[src/rtl/tas_pkg.sv]
// tas_pkg: shared definitions for the multi-channel packet averager.
//   HDR_TAG      : upper nibble that marks a header word
//   tas_state_t  : packet FSM state encoding
//   width_of()   : log2 width helper that never returns 0
//   region_top() : highest RAM address of a channel's region
`timescale 1ns/1ps
package tas_pkg;

  localparam logic [3:0] HDR_TAG = 4'hA;

  typedef enum logic [1:0] {
    IDLE     = 2'd0,
    ACCUM    = 2'd1,
    WRITE    = 2'd2,
    WR_PULSE = 2'd3
  } tas_state_t;

  // Bits needed to index n items; a single item still gets a 1-bit field.
  function automatic int width_of(input int n);
    return (n > 1) ? $clog2(n) : 1;
  endfunction

  // Each channel owns 2**addr_w/num_ch consecutive addresses and fills them top-down.
  function automatic int region_top(input int ch, input int addr_w, input int num_ch);
    return ((ch + 1) * ((1 << addr_w) / num_ch)) - 1;
  endfunction

endpackage

[src/rtl/tas_deser.sv]
// tas_deser: serial-to-parallel word deserialiser.
// Ports:
//   clk_50, reset_n       : clock, asynchronous active-low reset
//   bit_strobe            : serial_data valid this cycle
//   serial_data           : serial bit, MSB first
//   data_ena              : word frame, high across all DATA_W strobes
//   word / word_vld       : completed word, valid for one cycle after its last bit
//   frame_err             : one-cycle pulse when a frame closes on a partial word
`timescale 1ns/1ps
module tas_deser #(
  parameter int DATA_W = 8
) (
  input  logic              clk_50,
  input  logic              reset_n,
  input  logic              bit_strobe,
  input  logic              serial_data,
  input  logic              data_ena,
  output logic [DATA_W-1:0] word,
  output logic              word_vld,
  output logic              frame_err
);

  localparam int CNT_W = $clog2(DATA_W + 1);

  logic [CNT_W-1:0]  bitcnt_reg;
  logic [DATA_W-1:0] shift_reg;
  logic [DATA_W-1:0] word_reg;
  logic              vld_reg;
  logic              err_reg;
  logic              ena_d_reg;

  always_ff @(posedge clk_50 or negedge reset_n) begin
    if (!reset_n) begin
      bitcnt_reg <= '0;
      shift_reg  <= '0;
      word_reg   <= '0;
      vld_reg    <= 1'b0;
      err_reg    <= 1'b0;
      ena_d_reg  <= 1'b0;
    end else begin
      vld_reg   <= 1'b0;
      err_reg   <= 1'b0;
      ena_d_reg <= data_ena;
      if (bit_strobe && data_ena) begin
        shift_reg <= {shift_reg[DATA_W-2:0], serial_data};
        if (bitcnt_reg == CNT_W'(DATA_W - 1)) begin
          // Last bit: publish the word directly so word_vld lands one cycle later.
          bitcnt_reg <= '0;
          word_reg   <= {shift_reg[DATA_W-2:0], serial_data};
          vld_reg    <= 1'b1;
        end else begin
          bitcnt_reg <= bitcnt_reg + 1'b1;
        end
      end else if (ena_d_reg && !data_ena && (bitcnt_reg != '0)) begin
        // Frame closed mid-word: drop the partial bits.
        bitcnt_reg <= '0;
        err_reg    <= 1'b1;
      end
    end
  end

  assign word      = word_reg;
  assign word_vld  = vld_reg;
  assign frame_err = err_reg;

endmodule

[src/rtl/tas_mc_avg.sv]
// tas_mc_avg: multi-channel serial packet averager.
// A packet is a header {HDR_TAG, ch} followed by N_SAMPLES data words. The
// average of the data words is written to channel ch's RAM region, which is
// filled downward from its top address and wraps back to the top after the base.
// Ports:
//   clk_50, reset_n                 : clock, asynchronous active-low reset
//   bit_strobe, serial_data,
//   data_ena                        : serial link input
//   ram_wr_n, ram_data, ram_addr    : RAM write port (ram_wr_n active low, one cycle)
//   pkt_err                         : one-cycle pulse on a discarded word or packet
//   busy                            : high from a valid header until its write completes
// Build option: define TAS_ROUND_EN for a rounded, saturated average instead
// of the truncating one.
`timescale 1ns/1ps
module tas_mc_avg
  import tas_pkg::*;
#(
  parameter int DATA_W    = 8,
  parameter int N_SAMPLES = 4,
  parameter int NUM_CH    = 2,
  parameter int ADDR_W    = 11
) (
  input  logic              clk_50,
  input  logic              reset_n,
  input  logic              bit_strobe,
  input  logic              serial_data,
  input  logic              data_ena,
  output logic              ram_wr_n,
  output logic [DATA_W-1:0] ram_data,
  output logic [ADDR_W-1:0] ram_addr,
  output logic              pkt_err,
  output logic              busy
);

  localparam int LOG2N  = $clog2(N_SAMPLES);
  localparam int SUM_W  = DATA_W + LOG2N;
  localparam int CH_W   = width_of(NUM_CH);
  localparam int CHF_W  = DATA_W - 4;
  localparam int REGION = (1 << ADDR_W) / NUM_CH;
  localparam logic [ADDR_W-1:0] TOP0     = ADDR_W'(region_top(0, ADDR_W, NUM_CH));
  localparam logic [CHF_W:0]    NUM_CH_V = (CHF_W + 1)'(NUM_CH);

  // Deserialiser
  logic [DATA_W-1:0] deser_word;
  logic              deser_vld;
  logic              deser_err;

  tas_deser #(.DATA_W(DATA_W)) u_deser (
    .clk_50      (clk_50),
    .reset_n     (reset_n),
    .bit_strobe  (bit_strobe),
    .serial_data (serial_data),
    .data_ena    (data_ena),
    .word        (deser_word),
    .word_vld    (deser_vld),
    .frame_err   (deser_err)
  );

  // Average of a full packet sum
  function automatic logic [DATA_W-1:0] avg_of(input logic [SUM_W-1:0] s);
`ifdef TAS_ROUND_EN
    logic [SUM_W:0] r;
    r = ({1'b0, s} + (SUM_W + 1)'(N_SAMPLES / 2)) >> LOG2N;
    if (r > (SUM_W + 1)'((1 << DATA_W) - 1)) return '1;
    return r[DATA_W-1:0];
`else
    logic [SUM_W-1:0] q;
    q = s >> LOG2N;
    return q[DATA_W-1:0];
`endif
  endfunction

  // State
  tas_state_t        state_reg, state_next;
  logic [SUM_W-1:0]  sum_reg, sum_next;
  logic [LOG2N-1:0]  cnt_reg, cnt_next;
  logic [CH_W-1:0]   ch_reg, ch_next;
  logic              busy_reg, busy_next;
  logic              wr_n_reg, wr_n_next;
  logic [DATA_W-1:0] data_reg, data_next;
  logic [ADDR_W-1:0] addr_reg, addr_next;
  logic              err_reg, err_next;
  logic              hold_vld_reg, hold_vld_next;
  logic [DATA_W-1:0] hold_word_reg, hold_word_next;

  logic              cur_vld;
  logic [DATA_W-1:0] cur_word;
  logic              hdr_ok;
  logic [SUM_W-1:0]  sum_add;
  logic              ptr_dec;
  logic [ADDR_W-1:0] ptr_all [NUM_CH];

  // Per-channel write pointers
  for (genvar gi = 0; gi < NUM_CH; gi++) begin : g_ptr
    localparam logic [ADDR_W-1:0] TOP   = ADDR_W'(region_top(gi, ADDR_W, NUM_CH));
    localparam logic [ADDR_W-1:0] BASE  = ADDR_W'(gi * REGION);
    localparam logic [CH_W-1:0]   MY_CH = CH_W'(gi);
    logic [ADDR_W-1:0] ptr_reg;

    always_ff @(posedge clk_50 or negedge reset_n) begin
      if (!reset_n) begin
        ptr_reg <= TOP;
      end else if (ptr_dec && (ch_reg == MY_CH)) begin
        ptr_reg <= (ptr_reg == BASE) ? TOP : ptr_reg - 1'b1;
      end
    end

    assign ptr_all[gi] = ptr_reg;
  end

  // FSM state and datapath registers
  always_ff @(posedge clk_50 or negedge reset_n) begin
    if (!reset_n) begin
      state_reg     <= IDLE;
      sum_reg       <= '0;
      cnt_reg       <= '0;
      ch_reg        <= '0;
      busy_reg      <= 1'b0;
      wr_n_reg      <= 1'b1;
      data_reg      <= '0;
      addr_reg      <= TOP0;
      err_reg       <= 1'b0;
      hold_vld_reg  <= 1'b0;
      hold_word_reg <= '0;
    end else begin
      state_reg     <= state_next;
      sum_reg       <= sum_next;
      cnt_reg       <= cnt_next;
      ch_reg        <= ch_next;
      busy_reg      <= busy_next;
      wr_n_reg      <= wr_n_next;
      data_reg      <= data_next;
      addr_reg      <= addr_next;
      err_reg       <= err_next;
      hold_vld_reg  <= hold_vld_next;
      hold_word_reg <= hold_word_next;
    end
  end

  // Next-state and output logic
  always_comb begin
    state_next     = state_reg;
    sum_next       = sum_reg;
    cnt_next       = cnt_reg;
    ch_next        = ch_reg;
    busy_next      = busy_reg;
    wr_n_next      = 1'b1;
    data_next      = data_reg;
    addr_next      = addr_reg;
    err_next       = deser_err;
    hold_vld_next  = hold_vld_reg;
    hold_word_next = hold_word_reg;
    ptr_dec        = 1'b0;

    // A held word is always older than a fresh one, so it is consumed first.
    cur_vld  = hold_vld_reg || deser_vld;
    cur_word = hold_vld_reg ? hold_word_reg : deser_word;
    hdr_ok   = (cur_word[DATA_W-1 -: 4] == HDR_TAG) &&
               ({1'b0, cur_word[CHF_W-1:0]} < NUM_CH_V);
    sum_add  = sum_reg + SUM_W'(cur_word);

    case (state_reg)
      IDLE: begin
        if (cur_vld) begin
          if (hold_vld_reg) begin
            hold_vld_next  = deser_vld;
            hold_word_next = deser_word;
          end
          if (hdr_ok) begin
            state_next = ACCUM;
            ch_next    = cur_word[CH_W-1:0];
            sum_next   = '0;
            cnt_next   = '0;
            busy_next  = 1'b1;
          end else begin
            err_next = 1'b1;
          end
        end
      end

      ACCUM: begin
        if (deser_err) begin
          state_next = IDLE;
          sum_next   = '0;
          cnt_next   = '0;
          busy_next  = 1'b0;
        end else if (cur_vld) begin
          if (hold_vld_reg) begin
            hold_vld_next  = deser_vld;
            hold_word_next = deser_word;
          end
          sum_next = sum_add;
          cnt_next = cnt_reg + 1'b1;
          if (cnt_reg == LOG2N'(N_SAMPLES - 1)) begin
            // Result and address are registered here so they are stable a
            // full cycle before the write strobe.
            state_next = WRITE;
            data_next  = avg_of(sum_add);
            addr_next  = ptr_all[ch_reg];
          end
        end
      end

      WRITE, WR_PULSE: begin
        if (state_reg == WRITE) begin
          wr_n_next  = 1'b0;
          state_next = WR_PULSE;
        end else begin
          busy_next  = 1'b0;
          ptr_dec    = 1'b1;
          state_next = IDLE;
        end
        if (deser_vld) begin
          if (hold_vld_reg) begin
            err_next = 1'b1;
          end else begin
            hold_vld_next  = 1'b1;
            hold_word_next = deser_word;
          end
        end
      end

      default: state_next = IDLE;
    endcase
  end

  assign ram_wr_n = wr_n_reg;
  assign ram_data = data_reg;
  assign ram_addr = addr_reg;
  assign pkt_err  = err_reg;
  assign busy     = busy_reg;

endmodule

[config.mk]
export PLATFORM = sky130hd
export DESIGN_NAME = tas_mc_avg
export DESIGN_NICKNAME = d
export VERILOG_FILES = /design/src/rtl/tas_pkg.sv /design/src/rtl/tas_deser.sv /design/src/rtl/tas_mc_avg.sv
export SDC_FILE = /design/constraint.sdc
export NUM_CORES = 1
export LEC_CHECK = 0
export CAP_MARGIN = 20
export CORE_ASPECT_RATIO = 0.9
export CORE_MARGIN = 10
export CORE_UTILIZATION = 55
export DETAILED_ROUTE_END_ITERATION = 16
export PLACE_DENSITY = 0.75
export SLEW_MARGIN = 20
export SYNTH_ARGS = -nofsm -noshare
export SYNTH_HDL_FRONTEND = slang
export SYNTH_SLANG_ARGS = --single-unit
export TNS_END_PERCENT = 1
[constraint.sdc]
create_clock -name clk_50 -period 3.5 [get_ports clk_50]
set_clock_uncertainty 0.15 [all_clocks]
set_input_delay 0.7 -clock clk_50 [delete_from_list [all_inputs] [get_ports clk_50]]
set_output_delay 0.7 -clock clk_50 [all_outputs]
set_load 0.01 [all_outputs]
After elaboration in Yosys (flattened, before gate mapping)
Cells that the tools add are included.
{ "word_totals": {"ff_bits": 90, "latch_bits": 0, "ramBits": 0, "rom_bits": 0, "inputBits": 5, "out_inout_bits": 22, "elab_cells": 118, "mem_count": 0} }
{ "op_classes": {"n_addsub": 5, "n_mul": 0, "div_mod_pow": 0, "n_lt_le_gt_ge": 2, "n_eq_ne": 15, "shifts": 0, "n_mux": 53, "n_bitwise": 3, "reduce_logical": 21} }
{ "op_table": {"columns": ["op", "n"], "rows": [
  ["$mux W11", 5],
  ["$mux W10", 4],
  ["$mux W8", 5],
  ["$pmux W8 S3", 1],
  ["$sub A11 B1 Y11 const B", 2],
  ["$mux W2", 10],
  ["$pmux W10 S2", 1],
  ["$mux W1", 19],
  ["$reduce_and A4 Y1", 4],
  ["$mux W4", 3],
  ["$eq A11 B11 Y1 const B", 1],
  ["$logic_not A11 Y1", 1],
  ["$add A10 B8 Y10", 1],
  ["$ne A2 B2 Y1 const B", 4],
  ["$eq A2 B2 Y1 const B", 3],
  ["$logic_and A1 B1 Y1", 6],
  ["$ne A3 B2 Y1 const B", 2],
  ["$pmux W1 S3", 2],
  ["$pmux W2 S3", 1],
  ["$add A4 B1 Y4 const B", 1],
  ["$eq A4 B3 Y1 const B", 1],
  ["$eq A4 B4 Y1 const B", 1],
  ["$lt A4 B2 Y1 const B", 1],
  ["$ne A2 B1 Y1 const B", 2],
  ["other kinds (15)", 18]
]} }

Logic depth before layout (Yosys ltp)
Gate-level depths: netlist of the first run.
{ "depth": {"word_depth": 6, "depth_mapped": 10, "depth_no_buf": 9} }

Modules after synthesis
From an unflattened synthesis of the first run, not the netlist that was laid out.
{ "hier_totals": {"hier_cells": 399, "area_unflattened_um2": 4444.3} }
{ "by_module_without_submodules": {"columns": ["mod", "instances", "cells_per_inst", "area_each_um2", "seq_area_each_um2"], "rows": [
  ["tas_mc_avg", 1, 336, 3539.6, 1741.7],
  ["tas_deser", 1, 63, 904.6, 550.5]
]} }

Worst setup path after synthesis of the first run
Ideal clock, no wire load.
{ "synth_timing": {"path_type": "flip-flop to flip-flop", "startpoint": "register hold_vld_reg", "endpoint": "register data_reg[6] (netlist: ram_data[6])", "setup_ps": 133, "t_arrival_ps": 2273, "required_time_ps": 3217, "setup_slack_ps": 944, "path_stages_with_launch": 9, "path_buffers": 2, "synth_period_minus_slack_ps": 2556, "path_cell_list": "dfrtp_1 -> buf_6 -> clkbuf_1 -> mux2_2 -> ha_1 -> a2111o_1 -> o22ai_1 -> xnor2_1 -> o21ai_0"} }
{ "synth_via": {"elab_chain_cells": 2, "word_cells_on_any_way": 4, "cone_classes": "add/sub (1); mux (1); reduce/logical (2)"} }
{ "synth_rtl": {"columns": ["item", "line_no", "text"], "rows": [
  ["from (decl)", "tas_mc_avg.sv:83", "logic hold_vld_reg, hold_vld_next;"],
  ["from (signal assigned)", "tas_mc_avg.sv:135", "hold_vld_reg <= hold_vld_next;"],
  ["$mux W8 or $logic_or A1 B1 Y1 (tied branches)", null, null],
  ["$add A10 B8 Y10 or $reduce_and A4 Y1 (tied branches)", null, null],
  ["to (signal assigned)", "tas_mc_avg.sv:132", "data_reg <= data_next;"],
  ["to (decl)", "tas_mc_avg.sv:80", "logic [DATA_W-1:0] data_reg, data_next;"]
]} }
Several ways; a longest one is shown, not always the timed one.
A chain may end at the register's enable or synchronous reset.

Worst setup path after layout of the first run
{ "layout_timing": {"startpoint": "register hold_vld_reg", "endpoint": "register data_reg[4] (netlist: ram_data[4])"} }
{ "layout_via": {"elab_chain_cells": 2, "word_cells_on_any_way": 4, "cone_classes": "add/sub (1); mux (1); reduce/logical (2)"} }
{ "layout_rtl": {"columns": ["item", "line_no", "text"], "rows": [
  ["$mux W8", null, null],
  ["net cur_word[0]", "tas_mc_avg.sv:87", "logic [DATA_W-1:0] cur_word;"],
  ["$add A10 B8 Y10", "tas_mc_avg.sv:160", "sum_add = sum_reg + SUM_W'(cur_word);"]
]} }
The timed path passes the listed nets, and every way through them passes these cells.

==> run summary, run 1 <==
Clk_lat worst skew: 360 ps
Slew Limit Fails: 0
CP Capture Type: flop
Crit path kind: flop to flop
Sw Ratio: 0.2458
Nets: 437
Core area: 7582 um2
DR vias/cell: 5.555
Adder-cell share of the synthesized area: 0.04226
CP max stage delay: 690 ps
Clock Tree Root: clkbuf_8
Clk pwr share: 0.362
Cell breakdown of the critical path: mux2_2 > ha_1 > inv_1 > fa_1 > nand2b_1 > a21oi_1 > a211oi_1 > xnor2_1 > mux2_2
Worst endpoint required time: 3600 ps
DR iter-0 viols: 115
Cts bufs inserted: 9
Post-CTS Hold Buffers: 0
GR Overflow Total: 0
CP arrival: 2870 ps
Leading area contributor after synthesis: dfrtp_1
P_leak: 2.125 nW
Worst vdd ir: 0.3826 mV
Mean Syn Cell Area: 11.03 um2
Initial antenna violation count: 0
Worst path slowest cell: dfrtp_1
Main synth FF type: dfrtp_1
Number of I/O pins: 27
Die Span Y: 104.1 um
Fmax achieved: 0.3620 GHz
Asr flop ratio synth: 1.000
Die width: 113.5 um
Pin count of the biggest net entering global routing: 85
Hold Path Class: primary input to async pin
Comb power frac: 0.093
# Max-Cap Violations: 0
Xor/xnor share of the synthesized area: 0.04457
Antenna violation net count after detailed routing: 0
Status: finished, final reports clean
Main combinational cell family by area after synthesis: simple AND/OR/NAND/NOR gates
Gr usage total: 0.1410
DPL Wire Length: 5.917 mm
First-pass GRT wire length: 13.90 mm
EDFF count, synth: 0
Worst Max-Slew Pin Slew: 889.9 ps
Yosys cell types: 52
Setup Buffers After CTS: 0
Fillers: 599
Overall power: 2.133 mW
Syn Inst Count: 392
Vias in the first global route: 2853
Post-Syn Nets: 411
Min Tclk post-route: 2762 ps
Final setup TNS: 0 ps
Share of cells above drive strength 1: 0.2104
Final setup viols: 0
Drt drc: 0
First-pass DRT Iterations: 4
Sequential fraction of the synthesis area: 0.5302
Vias: 2883
Compound-Gate Fraction of Synth Area: 0.1106
PD cells: 437.1 nW/um2
YS warnings: 0
Yosys top cell area share: 0.3357
Slew headroom: 0.4053
Port bufs: 26
Initial core utilization: 0.5701
Mux cell area share after synthesis: 0.1169
Routability congestion estimate: 0.8211
Clk buf depth: 2
Max reg flops: 22
P_int: 1.609 mW
Fraction of the mapped netlist area in simple logic gates: 0.1294
Routed len/inst: 15.67 um
H-tree lvl count: 3
CTS sink cnt: 90
CTS resizes: 0
Fin. Hold Viols: 0
Cell mode on critical path: mux2_2
Placement Rows: 30
Tcrit/Tclk final: 0.7893
WL final: 8.135 mm
Unrepaired setup endpoints after global routing: false
CP max FO: 17
Main area contributors after synthesis: dfrtp_1 (34%), dfstp_2 (19%), mux2_2 (8.3%), nand2_1 (4.9%), ha_1 (3.8%)
Mapped Area: 4323 um2
N_diodes: 0
Clock slew at reported path FFs: 90 ps
Sequential power share: 0.545
Type of origin of the critical path: flop
Yosys reg bits: 90
Layout area overhead: 12.91%
Net Switching: 0.5243 mW
CTS tree: built
Die Area: 11810 um2
[metal layers]
metal	track usage	routed length [um]	vias to the layer above
met5	0	0	-
met4	0.03986	70	0
met3	0.04671	444	10
met2	0.2070	3642	52
met1	0.1923	3978	1381
li1	-	-	1440
[critical path, delay by kind of cell, from the launching register on]
kind / cells / cell delay, ps
flip-flops: 1 / 690
adder cells (fa/ha/maj): 2 / 590
multiplexers: 2 / 550
AO/OA/AOI/OAI: 2 / 290
AND/OR/NAND/NOR: 1 / 180
XOR/XNOR: 1 / 150
buffers and inverters: 1 / 60
[worst paths after layout]
path / startpoint / to / slack [ps] / depth (start not counted)
min reg2reg: ram_addr[7] / ram_addr[7] / 330 / 2
max in group asynchronous: reset_n / g_ptr[0].ptr_reg[4] / 2280 / 2
max reg2reg: hold_vld_reg / ram_data[4] / 740 / 9
min: reset_n / u_deser.shift_reg[6] / 220 / 1
max: hold_vld_reg / ram_data[4] / 740 / 9
min in group clk_50: ram_addr[7] / ram_addr[7] / 330 / 2
[layout by cell type (no fill, tap or decap), types with 2 or more instances in the layout]
cell             count
dfrtp_1             58
nand2_1             56
mux2_2              32
dfstp_2             32
o21ai_0             30
clkdlybuf4s50_1     25
nor2_1              20
mux2i_1             13
inv_1               13
a21oi_1             13
ha_1                13
xor2_1              12
nand3_1             10
xnor2_1             10
clkbuf_8             9
nor4_1               5
o31ai_1              5
nand2b_1             4
nor3_1               4
nor2b_1              3
a211o_1              3
a31oi_1              3
o22ai_1              3
a22o_1               3
buf_4                3
o21bai_1             2
nand3b_1             2
and2_1               2
a211oi_1             2
o211ai_1             2
and3_1               2
o21a_1               2
bufinv_16            2
[area by class of cell]
class	count	area, um2	share of cell area
inverter	13	48.80	0.009997
clock buffer	10	127.6	0.02615
sequential	90	2292	0.4696
tap	96	120.1	0.02461
clock inverter	6	90.09	0.01846
multi-input combinational	275	1918	0.3930
timing repair buffer	29	284.0	0.05819
[cell families after synthesis]
| logic type | after synthesis |
|---|---|
| and+or+nand+nor | 117 |
| xor gates and xnor gates | 22 |
| muxes | 46 |
| adders and majority gates | 14 |
| AOI/OAI and AO/OA | 76 |
| buffers and inverters | 27 |
| DFF | 90 |
[cells in the mapped netlist (2+ instances only)]
master	n
o21ai_0	30
dfrtp_1	58
nand3b_1	2
inv_1	13
a211o_1	3
dfstp_2	32
a21oi_1	13
a211oi_1	2
clkbuf_1	8
nand3_1	10
nand2b_1	4
nor4_1	5
nor2_1	20
o31ai_1	5
ha_1	13
a22o_1	3
nor3_1	4
o21bai_1	2
mux2_2	32
buf_1	2
nand2_1	56
xor2_1	12
and2_1	2
o21a_1	2
a31oi_1	3
xnor2_1	10
mux2i_1	13
nor2b_1	3
buf_2	3
o22ai_1	3
and3_1	2
o211ai_1	2
[per-stage QoR]
| stage | cell area (um2) | worst slack, ps | util | hold slack (ps) | instances |
|---|---|---|---|---|---|
| floorplan | 4323 | 943.9 | - | 254.4 | 392 |
| finish | 4881 | 737.6 | 0.6437 | 216.7 | 519 |
| detailed placement | 4659 | 742.7 | 0.6145 | 323.7 | 503 |
| global route | 4881 | 557.6 | 0.6437 | 273.8 | 519 |
| CTS | 4877 | 761.9 | 0.6432 | 336.9 | 519 |
| global placement | 4659 | 845.4 | 0.6145 | 314.5 | 503 |
[power by group through the flow]
stage / Clock (mW) / Combinational, mW / Sequential (mW)
after floorplan: 0 / 0.136 / 1.16
after global placement: 0 / 0.194 / 1.18
after detailed placement: 0 / 0.203 / 1.18
after CTS: 0.790 / 0.204 / 1.16
after global routing: 0.830 / 0.226 / 1.17
final: 0.772 / 0.199 / 1.16
Note: power is estimated with default switching activity, not from simulation.
==> run 2, diff against run 1 <==
- CORE_UTILIZATION: 55 -> 53
- clock period: 3.5 -> 2.5 ns (I/O delays scaled with it)
==> run summary, run 2 (synthesis results as in run 1) <==
DR vias/cell: 5.533 (-0.40%)
Die Span Y: 105.7 um (+1.5%)
Vias: 2960 (+2.7%)
DPL Wire Length: 5.978 mm (+1.0%)
PD cells: 577.1 nW/um2 (+32%)
CTS tree: built
Fmax achieved: 0.4152 GHz (+15%)
Clock slew at reported path FFs: 90 ps (about the same)
Type of origin of the critical path: flop
Nets: 450 (+3.0%)
First-pass GRT wire length: 14.22 mm (+2.3%)
Share of cells above drive strength 1: 0.2431 (+0.03272)
Initial antenna violation count: 0 (unchanged)
Post-Place Cell Area: 4760 um2 (+2.1%)
Hold depth: 2
Cell mode on critical path: mux2_2
Crit path kind: flop to flop
Clk_lat worst skew: 360 ps (about the same)
Reg area: 2293 um2 (about the same)
Worst endpoint required time: 2600 ps (-1000 ps)
Cts bufs inserted: 9 (unchanged)
Commonest cells after routing, fill and taps aside: dfrtp_1 (57), nand2_1 (56), mux2_2 (32), dfstp_2 (32), o21ai_0 (30)
Number of I/O pins: 27 (unchanged)
Worst path slowest cell: dfrtp_2
N_diodes: 0 (unchanged)
Initial core utilization: 0.5410 (-0.02910)
RR Startpoint: hold_vld_reg
Min Tclk post-route: 2408 ps (-354.0 ps)
CP arrival: 2510 ps (-360 ps)
Area of the multi-input gates: 1948 um2 (+1.6%)
H-tree lvl count: 3 (unchanged)
First-pass DRT Iterations: 4 (unchanged)
Placement Rows: 31 (+3.3%)
Design area: 5004 um2 (+2.5%)
# Max-Cap Violations: 0 (unchanged)
Fillers: 651 (+8.7%)
Setup ws final: 91.51 ps (-646.0 ps)
GR Overflow Total: 0 (unchanged)
Max reg flops: 22 (unchanged)
Pin count of the biggest net entering global routing: 64 (-25%)
FF-to-FF path depth: 9 (unchanged)
Min-delay src: ram_addr[9]
Most common cell after layout, fill and taps aside: dfrtp_1
Layout area overhead: 15.75%
Gr usage total: 0.1419 (+0.0009585)
Clk buf depth: 2 (unchanged)
P_leak: 2.198 nW (+3.4%)
Slew headroom: 0.4979 (+0.09260)
CTS sink cnt: 90 (unchanged)
Worst Max-Slew Pin Slew: 753.1 ps (-136.7 ps)
Cell breakdown of the critical path: mux2_2 > ha_1 > inv_1 > fa_1 > nand2b_1 > a21oi_2 > a211oi_2 > xnor2_1 > mux2_2
CP max FO: 7 (-10)
Routability congestion estimate: 0.9121 (+11%)
Reg-to-Reg End: ram_data[4]
WHS: 330.1 ps (+113.4 ps)
R2R Setup Slk: 90 ps (-650 ps)
WL final: 8.167 mm (+0.39%)
Tcrit/Tclk final: 0.9634 (+0.1741)
Vias in the first global route: 2957 (+3.6%)
Status: finished, final reports clean
Slew Limit Fails: 0 (unchanged)
Clock Tree Root: clkbuf_8
Routed len/inst: 15.27 um (-2.6%)
Worst vdd ir: 0.4929 mV (+29%)
Core area: 7990 um2 (+5.4%)
Hold Path Class: flop to flop
DR iter-0 viols: 214 (+86%)
Die width: 115.2 um (+1.5%)
Unrepaired setup endpoints after global routing: true
CP max stage delay: 470 ps (-220 ps)
Util after Layout: 0.6262 (-0.01751)
Final setup viols: 0 (unchanged)
Drt drc: 0 (unchanged)
Pre-CTS setup slack: -31.26 ps (-774.0 ps)
Die Area: 12170 um2 (+3.1%)
CP Capture Type: flop
Worst Hold End: ram_addr[9]
Antenna violation net count after detailed routing: 0 (unchanged)
Port bufs: 26 (unchanged)
Fin. Hold Viols: 0 (unchanged)
==> run 2: cell types whose count changed in the layout (fill, tap and decap cells not counted), sizes merged <==
cell / before / now
clkinvlp: 1 / 2
dlygate4sd3: 0 / 1
clkbuf: 10 / 12
bufinv: 2 / 0
buf: 4 / 16
clkinv: 2 / 1
==> run 2: how the worst max path moves through the flow <==
stage,cells past startpoint,slack [ps],startpoint,endpoint
6_report,9,90,hold_vld_reg,ram_data[4]
3_3_place_gp,9,20,hold_vld_reg,ram_data[4]
2_1_floorplan,8,80,hold_vld_reg,ram_data[6]
5_1_grt,9,-50,hold_vld_reg,ram_data[4]
4_1_cts,9,30,hold_vld_reg,ram_data[4]
3_5_place_dp,9,-30,hold_vld_reg,ram_data[4]
==> run 2: critical path: cells and delay by family, from the launching register on <==
family | cells | cell delay [ps]
DFF | 1 | 470
buffers and inverters | 1 | 50
muxes | 2 | 520
adders and majority gates | 2 | 530
AOI/OAI and AO/OA | 2 | 250
and+or+nand+nor | 1 | 190
xor gates and xnor gates | 1 | 140
==> run 2: repair_timing <==
item | CTS | global route
setup buffers | 0 | 2
resized for setup | 1 | 4
cloned | 0 | 0
hold endpoints to repair | 12 | 0
setup endpoints to repair | 3 | 9
pin swaps | 0 | 0
hold buffers | 1 | 0
==> run 2: through the flow <==
stage	TNS, ps	cells	total power, mW
after floorplan	0	392	1.819
after global placement	0	516	1.934
after detailed placement	-31.26	516	1.949
after CTS	0	533	2.933
after global routing	-135.1	535	3.036
final	0	535	2.888
==> run 2: report_power, final <==
part,total (mW),switching (mW),internal [mW],leakage (nW)
Clock,0.967,0.512,0.455,0.0943
Sequential,1.62,0.0766,1.55,1.12
Combinational,0.297,0.143,0.154,0.986
Total,2.89,0.732,2.16,2.20
==> run 2: final cells by class <==
class                      count  share of cell area
inverter                      13            0.009752
multi-input combinational    275              0.3893
clock inverter                 4            0.006502
timing repair buffer          42             0.07802
tap                           99             0.02476
sequential                    90              0.4584
clock buffer                  12             0.03326
==> run 2: per-layer routing <==
layer  track usage  share of wire  wire (um)
met1        0.2026           0.50       4107
met5             0              0          0
met2        0.1994           0.44       3556
met4       0.05035          0.015        120
met3       0.04082          0.047        383
